**config.mk**
```make
export PLATFORM = sky130hd
export DESIGN_NAME = fpu_rr_sched_flat
export DESIGN_NICKNAME = d
export VERILOG_FILES = /design/src/rtl/fpu_rr_sched_if.sv /design/src/rtl/fpu_rr_sched.sv /design/src/flat_wrapper.sv
export SDC_FILE = /design/constraint.sdc
export NUM_CORES = 1
export LEC_CHECK = 0
export BUFFER_PORTS_ARGS = -buffer_cell sky130_fd_sc_hd__buf_2
export CAP_MARGIN = 20
export CORE_ASPECT_RATIO = 0.6
export CORE_UTILIZATION = 25
export DETAILED_ROUTE_END_ITERATION = 8
export SLEW_MARGIN = 20
export SYNTH_ARGS = -nofsm -noshare
export SYNTH_HDL_FRONTEND = slang
export SYNTH_SLANG_ARGS = --single-unit
```
**constraint.sdc**
```tcl
create_clock -name clk_i -period 2.6 [get_ports clk_i]
set_input_delay 0.26 -clock clk_i [delete_from_list [all_inputs] [get_ports clk_i]]
set_output_delay 0.26 -clock clk_i [all_outputs]
set_load 0.05 [all_outputs]
```
**src/rtl/fpu_rr_sched_if.sv**
```systemverilog
// Bundle of every handshake/bus signal around the FPU scheduler.
// The master modport is the scheduler itself, and the slave modport is the
// surrounding logic: the two requesters, the add/sub unit, the multiplier
// and the response consumers.
//
// Handshake rules on every channel:
// - A valid stays high until it is taken.
// - Nothing in the payload changes while valid is high.
// - A transfer happens on a rising clock edge where valid and ready are
//   both high. A yumi counts as the ready of the matching valid.
interface fpu_rr_sched_if #(
    parameter int e_p = 8,
    parameter int m_p = 23
);
    localparam int w = e_p + m_p + 1;

    // requester side
    logic [1:0]        req_v_i;
    logic [1:0][1:0]   req_op_i;
    logic [1:0][w-1:0] req_a_i;
    logic [1:0][w-1:0] req_b_i;
    logic [1:0]        req_ready_o;

    // shared operand bus towards both units
    logic [w-1:0]      fu_a_o;
    logic [w-1:0]      fu_b_o;

    // add/sub unit
    logic              add_v_o;
    logic              add_sub_o;
    logic              add_ready_i;
    logic              add_res_v_i;
    logic [w-1:0]      add_z_i;
    logic [3:0]        add_flags_i;
    logic              add_yumi_o;

    // multiplier
    logic              mul_v_o;
    logic              mul_ready_i;
    logic              mul_res_v_i;
    logic [w-1:0]      mul_z_i;
    logic [3:0]        mul_flags_i;
    logic              mul_yumi_o;

    // response side
    logic [1:0]        resp_v_o;
    logic [w-1:0]      resp_z_o;
    logic [3:0]        resp_flags_o;
    logic [1:0]        resp_yumi_i;

    logic              busy_o;

    modport master (
        input  req_v_i, req_op_i, req_a_i, req_b_i,
        output req_ready_o,
        output fu_a_o, fu_b_o,
        output add_v_o, add_sub_o, input add_ready_i,
        input  add_res_v_i, add_z_i, add_flags_i, output add_yumi_o,
        output mul_v_o, input mul_ready_i,
        input  mul_res_v_i, mul_z_i, mul_flags_i, output mul_yumi_o,
        output resp_v_o, resp_z_o, resp_flags_o, input resp_yumi_i,
        output busy_o
    );

    modport slave (
        output req_v_i, req_op_i, req_a_i, req_b_i,
        input  req_ready_o,
        input  fu_a_o, fu_b_o,
        input  add_v_o, add_sub_o, output add_ready_i,
        output add_res_v_i, add_z_i, add_flags_i, input add_yumi_o,
        input  mul_v_o, output mul_ready_i,
        output mul_res_v_i, mul_z_i, mul_flags_i, input mul_yumi_o,
        input  resp_v_o, resp_z_o, resp_flags_o, output resp_yumi_i,
        input  busy_o
    );
endinterface

```
**src/rtl/fpu_rr_sched.sv**
```systemverilog
// Two-requester round-robin scheduler for a shared add/sub unit and a shared
// multiplier. At most one operation is in flight at a time. Illegal ops
// (11) are accepted and answered with an unimplemented flag, and no unit is
// ever started for them. state_o shows the FSM state for debug.
module fpu_rr_sched #(
    parameter int e_p = 8,
    parameter int m_p = 23
) (
    input  logic                  clk_i,
    input  logic                  reset_i,
    fpu_rr_sched_if.master        bus,
    output logic [1:0]            state_o
);
    localparam int w = e_p + m_p + 1;

    typedef enum logic [1:0] {
        IDLE  = 2'd0,
        ISSUE = 2'd1,
        WAIT  = 2'd2,
        RESP  = 2'd3
    } state_t;

    localparam logic [1:0] OP_ADD = 2'b00;
    localparam logic [1:0] OP_SUB = 2'b01;
    localparam logic [1:0] OP_MUL = 2'b10;
    localparam logic [1:0] OP_ILL = 2'b11;

    state_t       state_q, state_d;
    logic         id_q, id_d;
    logic [1:0]   op_q, op_d;
    logic [w-1:0] a_q, a_d, b_q, b_d, z_q, z_d;
    logic [3:0]   flags_q, flags_d;
    logic         last_q, last_d;

    logic         grant_v;
    logic         grant_id;
    logic         is_mul;

    logic [1:0]   req_ready;
    logic         add_v, add_sub, add_yumi;
    logic         mul_v, mul_yumi;
    logic [1:0]   resp_v;
    logic [w-1:0] resp_z;
    logic [3:0]   resp_flags;

    assign is_mul = (op_q == OP_MUL);

    // Arbitration: the grant goes to the requester not served last when both ask.
    // With a single requester, that requester wins. While reset is held,
    // no grant is possible, so req_ready_o stays 0.
    always_comb begin
        grant_v  = reset_i && (state_q == IDLE) && (|bus.req_v_i);
        grant_id = 1'b0;
        if (&bus.req_v_i) begin
            grant_id = ~last_q;
        end else begin
            grant_id = bus.req_v_i[1];
        end
    end

    // Next-state and output decode; every output defaults to 0.
    always_comb begin
        state_d    = state_q;
        id_d       = id_q;
        op_d       = op_q;
        a_d        = a_q;
        b_d        = b_q;
        z_d        = z_q;
        flags_d    = flags_q;
        last_d     = last_q;
        req_ready  = 2'b00;
        add_v      = 1'b0;
        add_sub    = 1'b0;
        add_yumi   = 1'b0;
        mul_v      = 1'b0;
        mul_yumi   = 1'b0;
        resp_v     = 2'b00;
        resp_z     = '0;
        resp_flags = 4'b0000;

        unique case (state_q)
            IDLE: begin
                if (grant_v) begin
                    req_ready = grant_id ? 2'b10 : 2'b01;
                    id_d      = grant_id;
                    op_d      = bus.req_op_i[grant_id];
                    a_d       = bus.req_a_i[grant_id];
                    b_d       = bus.req_b_i[grant_id];
                    last_d    = grant_id;
                    if (bus.req_op_i[grant_id] == OP_ILL) begin
                        z_d     = '0;
                        flags_d = 4'b1000;
                        state_d = RESP;
                    end else begin
                        state_d = ISSUE;
                    end
                end
            end
            ISSUE: begin
                if (is_mul) begin
                    mul_v = 1'b1;
                    if (bus.mul_ready_i) state_d = WAIT;
                end else begin
                    add_v   = 1'b1;
                    add_sub = (op_q == OP_SUB);
                    if (bus.add_ready_i) state_d = WAIT;
                end
            end
            WAIT: begin
                // Results from the unit that was not started are ignored.
                if (is_mul) begin
                    if (bus.mul_res_v_i) begin
                        mul_yumi = 1'b1;
                        z_d      = bus.mul_z_i;
                        flags_d  = bus.mul_flags_i;
                        state_d  = RESP;
                    end
                end else begin
                    if (bus.add_res_v_i) begin
                        add_yumi = 1'b1;
                        z_d      = bus.add_z_i;
                        flags_d  = bus.add_flags_i;
                        state_d  = RESP;
                    end
                end
            end
            RESP: begin
                resp_v     = id_q ? 2'b10 : 2'b01;
                resp_z     = z_q;
                resp_flags = flags_q;
                if (bus.resp_yumi_i[id_q]) state_d = IDLE;
            end
            default: state_d = IDLE;
        endcase
    end

    // State and datapath registers; reset drops any op that is in flight.
    always_ff @(posedge clk_i or negedge reset_i) begin
        if (!reset_i) begin
            state_q <= IDLE;
            id_q    <= 1'b0;
            op_q    <= OP_ADD;
            a_q     <= '0;
            b_q     <= '0;
            z_q     <= '0;
            flags_q <= 4'b0000;
            last_q  <= 1'b1;
        end else begin
            state_q <= state_d;
            id_q    <= id_d;
            op_q    <= op_d;
            a_q     <= a_d;
            b_q     <= b_d;
            z_q     <= z_d;
            flags_q <= flags_d;
            last_q  <= last_d;
        end
    end

    assign bus.req_ready_o  = req_ready;
    assign bus.fu_a_o       = a_q;
    assign bus.fu_b_o       = b_q;
    assign bus.add_v_o      = add_v;
    assign bus.add_sub_o    = add_sub;
    assign bus.add_yumi_o   = add_yumi;
    assign bus.mul_v_o      = mul_v;
    assign bus.mul_yumi_o   = mul_yumi;
    assign bus.resp_v_o     = resp_v;
    assign bus.resp_z_o     = resp_z;
    assign bus.resp_flags_o = resp_flags;
    assign bus.busy_o       = (state_q != IDLE);
    assign state_o          = state_q;

endmodule

```
**src/flat_wrapper.sv**
```systemverilog
// flat-port wrapper written by rule: the top's interface ports become plain ports
module fpu_rr_sched_flat 
#(
    parameter int e_p = 8,
    parameter int m_p = 23
)
  (clk_i, reset_i, state_o, bus_req_v_i, bus_req_op_i, bus_req_a_i, bus_req_b_i, bus_req_ready_o, bus_fu_a_o, bus_fu_b_o, bus_add_v_o, bus_add_sub_o, bus_add_ready_i, bus_add_res_v_i, bus_add_z_i, bus_add_flags_i, bus_add_yumi_o, bus_mul_v_o, bus_mul_ready_i, bus_mul_res_v_i, bus_mul_z_i, bus_mul_flags_i, bus_mul_yumi_o, bus_resp_v_o, bus_resp_z_o, bus_resp_flags_o, bus_resp_yumi_i, bus_busy_o);
  fpu_rr_sched_if #(.e_p(e_p), .m_p(m_p)) bus_i ();
  input  logic clk_i;
  input  logic reset_i;
  output logic [1:0] state_o;
  input wire logic [$bits(bus_i.req_v_i)-1:0] bus_req_v_i;
  input wire logic [$bits(bus_i.req_op_i)-1:0] bus_req_op_i;
  input wire logic [$bits(bus_i.req_a_i)-1:0] bus_req_a_i;
  input wire logic [$bits(bus_i.req_b_i)-1:0] bus_req_b_i;
  output wire logic [$bits(bus_i.req_ready_o)-1:0] bus_req_ready_o;
  output wire logic [$bits(bus_i.fu_a_o)-1:0] bus_fu_a_o;
  output wire logic [$bits(bus_i.fu_b_o)-1:0] bus_fu_b_o;
  output wire logic [$bits(bus_i.add_v_o)-1:0] bus_add_v_o;
  output wire logic [$bits(bus_i.add_sub_o)-1:0] bus_add_sub_o;
  input wire logic [$bits(bus_i.add_ready_i)-1:0] bus_add_ready_i;
  input wire logic [$bits(bus_i.add_res_v_i)-1:0] bus_add_res_v_i;
  input wire logic [$bits(bus_i.add_z_i)-1:0] bus_add_z_i;
  input wire logic [$bits(bus_i.add_flags_i)-1:0] bus_add_flags_i;
  output wire logic [$bits(bus_i.add_yumi_o)-1:0] bus_add_yumi_o;
  output wire logic [$bits(bus_i.mul_v_o)-1:0] bus_mul_v_o;
  input wire logic [$bits(bus_i.mul_ready_i)-1:0] bus_mul_ready_i;
  input wire logic [$bits(bus_i.mul_res_v_i)-1:0] bus_mul_res_v_i;
  input wire logic [$bits(bus_i.mul_z_i)-1:0] bus_mul_z_i;
  input wire logic [$bits(bus_i.mul_flags_i)-1:0] bus_mul_flags_i;
  output wire logic [$bits(bus_i.mul_yumi_o)-1:0] bus_mul_yumi_o;
  output wire logic [$bits(bus_i.resp_v_o)-1:0] bus_resp_v_o;
  output wire logic [$bits(bus_i.resp_z_o)-1:0] bus_resp_z_o;
  output wire logic [$bits(bus_i.resp_flags_o)-1:0] bus_resp_flags_o;
  input wire logic [$bits(bus_i.resp_yumi_i)-1:0] bus_resp_yumi_i;
  output wire logic [$bits(bus_i.busy_o)-1:0] bus_busy_o;
  assign bus_i.req_v_i = bus_req_v_i;
  assign bus_i.req_op_i = bus_req_op_i;
  assign bus_i.req_a_i = bus_req_a_i;
  assign bus_i.req_b_i = bus_req_b_i;
  assign bus_req_ready_o = bus_i.req_ready_o;
  assign bus_fu_a_o = bus_i.fu_a_o;
  assign bus_fu_b_o = bus_i.fu_b_o;
  assign bus_add_v_o = bus_i.add_v_o;
  assign bus_add_sub_o = bus_i.add_sub_o;
  assign bus_i.add_ready_i = bus_add_ready_i;
  assign bus_i.add_res_v_i = bus_add_res_v_i;
  assign bus_i.add_z_i = bus_add_z_i;
  assign bus_i.add_flags_i = bus_add_flags_i;
  assign bus_add_yumi_o = bus_i.add_yumi_o;
  assign bus_mul_v_o = bus_i.mul_v_o;
  assign bus_i.mul_ready_i = bus_mul_ready_i;
  assign bus_i.mul_res_v_i = bus_mul_res_v_i;
  assign bus_i.mul_z_i = bus_mul_z_i;
  assign bus_i.mul_flags_i = bus_mul_flags_i;
  assign bus_mul_yumi_o = bus_i.mul_yumi_o;
  assign bus_resp_v_o = bus_i.resp_v_o;
  assign bus_resp_z_o = bus_i.resp_z_o;
  assign bus_resp_flags_o = bus_i.resp_flags_o;
  assign bus_i.resp_yumi_i = bus_resp_yumi_i;
  assign bus_busy_o = bus_i.busy_o;
  fpu_rr_sched #(.e_p(e_p), .m_p(m_p)) u_core (.clk_i(clk_i), .reset_i(reset_i), .bus(bus_i), .state_o(state_o));
endmodule
```
Word level (Yosys, flattened, before mapping)
Index checks and enable logic that the tools add are counted.
{"block": "totals", "register_bits": 106, "input_bits": 214, "output_inout_bits": 112, "elab_cells": 84}
{"block": "classes", "n_lt_le_gt_ge": 2, "eq_ne": 13, "mux": 50, "bitwise_logic": 1, "n_reduce_logical": 10}
{"op": "2-to-1 mux 32 bit", "count": 10}
{"op": "one-hot mux 32 bit (2 select lines)", "count": 1}
{"op": "2-to-1 mux 2 bit", "count": 16}
{"op": "2-to-1 mux 4 bit", "count": 6}
{"op": "2-to-1 mux 1 bit", "count": 15}
{"op": "== test 2 bit (second input constant)", "count": 4}
{"op": "one-hot mux 2 bit (4 select lines)", "count": 1}
{"op": "one-hot mux 4 bit (2 select lines)", "count": 1}
{"op": "inequality test 3 x 2 -> 1 bit (second input constant)", "count": 2}
{"op": "inequality test 3 bit (second input constant)", "count": 2}
{"op": "AND reduction 6 bit", "count": 1}
{"op": "AND reduction 5 bit", "count": 1}
{"op": "== test 2 x 1 -> 1 bit (second input constant)", "count": 2}
{"op": "less-than comparator 1 x 2 -> 1 bit (second input constant)", "count": 2}
{"op": "inequality test 2 x 1 -> 1 bit (second input constant)", "count": 2}
{"op": "AND reduction 2 bit", "count": 2}
{"op": "nonzero test 2 bit", "count": 2}
{"op": "logical AND 1 bit", "count": 2}
{"op": "logical NOT 2 bit", "count": 1}
{"op": "inequality test 2 bit (second input constant)", "count": 1}
{"op": "OR reduction 2 bit", "count": 1}
{"op": "NOT 1 bit", "count": 1}

Logic depth before layout (Yosys ltp)
{"block": "depth", "word_depth": 8, "ltp_mapped": 8, "depth_no_buf": 6}

Worst setup path after synthesis
Ideal clock, no wire load.
{"block": "synth_path", "kind": "flip-flop to flip-flop", "start": "register u_core.state_q[0] (netlist: u_core.state_o[0])", "end": "register u_core.flags_q[0]", "setup_time_ps": 125, "arrival_ps": 2447, "required_ps": 2475, "slack_ps": 28, "path_stages_with_launch": 9, "n_path_buf": 2, "period_less_slack_ps": 2572, "path_cell_list": "dfrtp_1 -> inv_1 -> ha_1 -> inv_1 -> a21boi_0 -> a211o_1 -> buf_6 -> buf_12 -> mux2_4"}
{"block": "synth_between", "elab_chain_cells": 5, "elab_cells_between_ends": 11, "cone_classes": "eq/ne (5); mux (1); reduce/logical (5)"}
{"item": "start: declaration", "line_no": "fpu_rr_sched.sv:28", "text": "state_t state_q, state_d;"}
{"item": "start signal: assignment", "line_no": "fpu_rr_sched.sv:149", "text": "state_q <= state_d;"}
{"item": "logical NOT 2 bit", "line_no": "fpu_rr_sched.sv:52, fpu_rr_sched.sv:81"}
{"item": "logical AND 1 bit (2 in a row)", "line_no": "fpu_rr_sched.sv:52", "text": "grant_v = reset_i && (state_q == IDLE) && (|bus.req_v_i);"}
{"item": "inequality test 2 x 1 -> 1 bit (no line)"}
{"item": "AND reduction 5 bit (no line)"}
{"item": "end signal: assignment", "line_no": "fpu_rr_sched.sv:155", "text": "flags_q <= flags_d;"}
{"item": "end: declaration", "line_no": "fpu_rr_sched.sv:32", "text": "logic [3:0] flags_q, flags_d;"}
Several ways; a longest one is shown, not always the timed one.
A chain may end at the register's enable or synchronous reset.

Final worst setup path
{"block": "layout_path", "start": "register u_core.state_q[1] (netlist: u_core.state_o[1])", "end": "output port bus_req_ready_o[0]"}
{"block": "layout_between", "elab_chain_cells": 5}
{"item": "logical NOT 2 bit (*)", "line_no": "fpu_rr_sched.sv:52, fpu_rr_sched.sv:81"}
{"item": "logical AND 1 bit (2 in a row)", "line_no": "fpu_rr_sched.sv:52"}
{"item": "2-to-1 mux 2 bit", "line_no": "fpu_rr_sched.sv:83", "text": "if (grant_v) begin"}
{"item": "2-to-1 mux 2 bit (*)", "line_no": "fpu_rr_sched.sv:81", "text": "unique case (state_q)"}
{"item": "end: declaration", "line_no": "flat_wrapper.sv:16", "text": "output wire logic [$bits(bus_i.req_ready_o)-1:0] bus_req_ready_o;"}
Every way passes the cells marked *; elsewhere a longest branch is shown, timed or not.

==> results_tabular.tex <==
\begin{tabular}{lr}
\hline
Metric & Value \\
\hline
\multicolumn{2}{l}{\textbf{Status}} \\
\quad Status & finished with violations \\
\quad Violated checks & DRC \\
\multicolumn{2}{l}{\textbf{GRT}} \\
\quad Overall overflow remaining after global route & 0 \\
\quad Vias in the first global route & 4716 \\
\quad Total track usage & 14.3\% \\
\quad Initial antenna violation count & 1 \\
\quad Wire length of the first global-routing pass & 24300 µm \\
\quad Maximum number of pins on one net before global-route repair & 105 \\
\multicolumn{2}{l}{\textbf{Layout}} \\
\quad Ant. Diodes & 0 \\
\quad Number of filler instances in the final layout & 2074 \\
\quad Leading cell type in the layout, fill and taps excluded & buf\_2 \\
\quad Final nets & 1026 \\
\quad Relative area change from synthesis to final layout & 41.4\% \\
\quad Proportion of layout cells with a drive suffix above 1 & 48.6\% \\
\quad Most frequent cells in the layout & buf\_2, dfrtp\_1, nand2\_1 \\
\quad End-of-flow core utilization & 36.7\% \\
\multicolumn{2}{l}{\textbf{Route}} \\
\quad Antenna Nets Post-Route & 0 \\
\quad Total number of vias & 4913 \\
\quad Number of DRC violations after detailed routing & 5 \\
\quad DRT Pass-1 Iters & 9 \\
\quad DRC marker count from the first detailed-route iteration & 495 \\
\quad Routed wire length & 16000 µm \\
\quad Routed via count divided by cell count & 4.53 \\
\quad Wire per inst & 14.7 µm \\
\multicolumn{2}{l}{\textbf{Die}} \\
\quad Starting density of the core & 26.0\% \\
\quad Die width & 190 µm \\
\quad Die ar. & 21800 µm² \\
\quad Ports placed on the boundary & 326 \\
\quad Core ar. & 20400 µm² \\
\quad Number of core rows & 40 \\
\quad Vertical die dimension & 115 µm \\
\multicolumn{2}{l}{\textbf{Worst setup path}} \\
\quad Buffering stage count on the worst path with inverters included & 2 \\
\quad Startpoint Class & register \\
\quad Required time of the critical path & 2.34 ns \\
\quad CP delay by family, top & buffers and inverters \\
\quad Type of the worst setup path & register to primary output \\
\quad Arr. time, crit path & 2.16 ns \\
\quad Maximum fanout along the worst path & 18 \\
\quad Capturing element type of the critical path & primary output \\
\quad Cell breakdown of the critical path & inv\_1 > ha\_1 > o211ai\_4 > nor2\_4 > buf\_2 \\
\quad CP max stage cell & nor2\_4 \\
\quad Delay of the slowest cell on the worst path & 0.44 ns \\
\multicolumn{2}{l}{\textbf{Logic synthesis}} \\
\quad Area fraction in and, or, nand and nor cells after synthesis & 11.4\% \\
\quad Compound-cell area share of the yosys netlist & 17.2\% \\
\quad Yosys top cell by area & dfrtp\_1 \\
\quad Cell variety after synth & 31 \\
\quad Largest cells by area after synthesis & dfrtp\_1, a222oi\_1, mux2\_4, nand2\_1, inv\_1 \\
\quad Fraction of post-synthesis cell area in the top cell type by area & 49.7\% \\
\quad Post-synth ARST share & 100\% \\
\quad Adder-Cell Fraction of Synth Area & 1.18\% \\
\quad Register area share after synthesis & 50.2\% \\
\quad Per-instance average area after synthesis & 10.6 µm² \\
\quad Post-Synth XOR/XNOR Area & 0\% \\
\quad Combinational family with the most area after synthesis & compound AO/OA/AOI/OAI gates \\
\quad Most frequently used flop master after synthesis & dfrtp\_1 \\
\quad Count of state elements after synthesis & 106 \\
\quad Mux share of post-synthesis cell area & 11.2\% \\
\quad Synthesized instance count & 501 \\
\quad Synthesized area & 5290 µm² \\
\quad Net count of the mapped netlist & 720 \\
\quad Yosys warnings & 0 \\
\quad Number of flops mapped to enable cells by yosys & 0 \\
\multicolumn{2}{l}{\textbf{Placement}} \\
\quad Placement Setup Slack & 0.443 ns \\
\quad Gp weighted congestion & 0.740 \\
\quad PortBufs & 325 \\
\quad Post-detail-place hpwl & 11800 µm \\
\multicolumn{2}{l}{\textbf{Timing}} \\
\quad Final setup slack of the worst path & 0.178 ns \\
\quad Setup repair after global routing missed its margin & no \\
\quad Worst slack on hold paths & 0.123 ns \\
\quad Final slew viol count & 0 \\
\quad Final setup violation count & 0 \\
\quad Setup TNS & 0 ns \\
\quad Largest clock skew in the final design & 0.0124 ns \\
\quad Transition time at the pin with the least slew margin & 0.557 ns \\
\quad Final hold violation count & 0 \\
\quad Final cycle utilization of the critical path & 93.1\% \\
\quad Clock period minus worst slack & 2.42 ns \\
\quad FMAX & 413 MHz \\
\quad Relative slew slack & 62.8\% \\
\multicolumn{2}{l}{\textbf{Clock tree}} \\
\quad Number of gates resized after cts & 0 \\
\quad Skew-Pair Late Insertion Delay & 0.35 ns \\
\quad Maximum clock path buffer count & 2 \\
\quad Library cell used as clock root buffer & clkbuf\_16 \\
\quad Clock sink total & 106 \\
\quad Clock-pin transition on the worst setup and hold timing paths & 0.07 ns \\
\quad TritonCTS clock tree & built \\
\quad Num CTS Buffers & 9 \\
\quad \# H-tree levels & 3 \\
\multicolumn{2}{l}{\textbf{Power and ir drop}} \\
\quad Power density cells & 1340 nW/µm² \\
\quad Maximum vdd drop & 0.000587 V \\
\quad Leak Pwr & 4.32 nW \\
\quad Overall power after layout & 10.1 mW \\
\multicolumn{2}{l}{\textbf{Run}} \\
\quad Maxcap violations & 0 \\
\multicolumn{2}{l}{\textbf{Worst hold path}} \\
\quad Path class of the lowest-slack min-delay path & input port to register \\
\hline
\end{tabular}
==> worst register-to-register path: cells and delay by family (launching register included) <==
family / cells / cell delay [ns]
buffers and inverters: 3 / 0.51
multiplexers: 1 / 0.41
adder cells (fa/ha/maj): 1 / 0.28
AO/OA/AOI/OAI: 2 / 0.44
flip-flops: 1 / 0.41
==> worst paths after layout <==
| path | start | to | slack, ns | cells after the start |
|---|---|---|---|---|
| hold reg to reg | u_core.z_q[23] | u_core.z_q[23] | 0.51 | 1 |
| min in group asynchronous | reset_i | u_core.op_q[1] | 0.29 | 2 |
| setup / recovery | u_core.state_o[1] | bus_req_ready_o[0] | 0.18 | 5 |
| setup reg to reg | u_core.state_o[0] | u_core.z_q[25] | 0.43 | 7 |
| max in group asynchronous | reset_i | u_core.bus.fu_a_o[22] | 1.54 | 3 |
| hold / removal | bus_req_b_i[52] | u_core.bus.fu_b_o[20] | 0.12 | 3 |
==> layer usage <==
layer  global-route usage (%)  vias to the layer above  share of wire [%]  wire length [µm]
met5                        0                        -              0.081                13
met3                     3.49                        9                6.8              1080
li1                         -                     2369                  -                 -
met1                     19.6                     2315                 49              7750
met2                     22.5                      218                 44              7020
met4                     3.33                        2               0.55                88
==> Yosys cell counts, types with 3 or more instances <==
cell type,number
dfrtp_1,105
and3_1,3
buf_12,3
and2_1,39
mux2_4,31
a21oi_1,36
nand2_1,76
mux2_2,7
ha_1,5
clkbuf_1,29
buf_1,6
a222oi_1,64
inv_1,67
mux2i_1,5
nor2_1,3
==> kinds of logic after synthesis <==
logic type / count (synthesis)
AO/OA/AOI/OAI: 111
adder cells (fa/ha/maj): 5
buffers and inverters: 109
flip-flops: 106
multiplexers: 43
AND/OR/NAND/NOR: 127
==> stage by stage <==
stage          instance area, µm²  instances
2_1_floorplan                5290        501
3_3_place_gp                 7190       1068
3_5_place_dp                 7190       1068
4_1_cts                      7480       1084
5_1_grt                      7480       1084
6_report                     7480       1084
==> final cells by class <==
type	count	area (µm²)	area share, %
Clock buffer	11	243	3.24
Clock inverter	4	33.8	0.452
Inverter	68	255	3.41
Multi-Input combinational cell	286	2190	29.3
Sequential cell	106	2650	35.5
Tap cell	273	342	4.57
Timing Repair Buffer	336	1760	23.6
==> timing repair <==
action                                 CTS  global route
buffers inserted                         0             0
endpoints found under the hold margin    2             0
hold buffers                             1             0
==> flip-flops by register name, summed over array words and instances, names as in the netlist <==
name               count
u_core.bus.fu_a_o     32
u_core.bus.fu_b_o     32
u_core.z_q            32
u_core.flags_q         4
u_core.op_q            2
u_core.state_o         2
u_core.id_q            1
u_core.last_q          1
==> power breakdown <==
part / leakage [nW] / total (mW) / internal [mW] / switching (mW)
Combinational: 2.84 / 5.86 / 1.93 / 3.92
Sequential: 1.35 / 2.89 / 2.45 / 0.445
Clock: 0.133 / 1.30 / 0.683 / 0.622
Total: 4.32 / 10.1 / 5.06 / 4.99
Power figures use the tool's default switching activity.
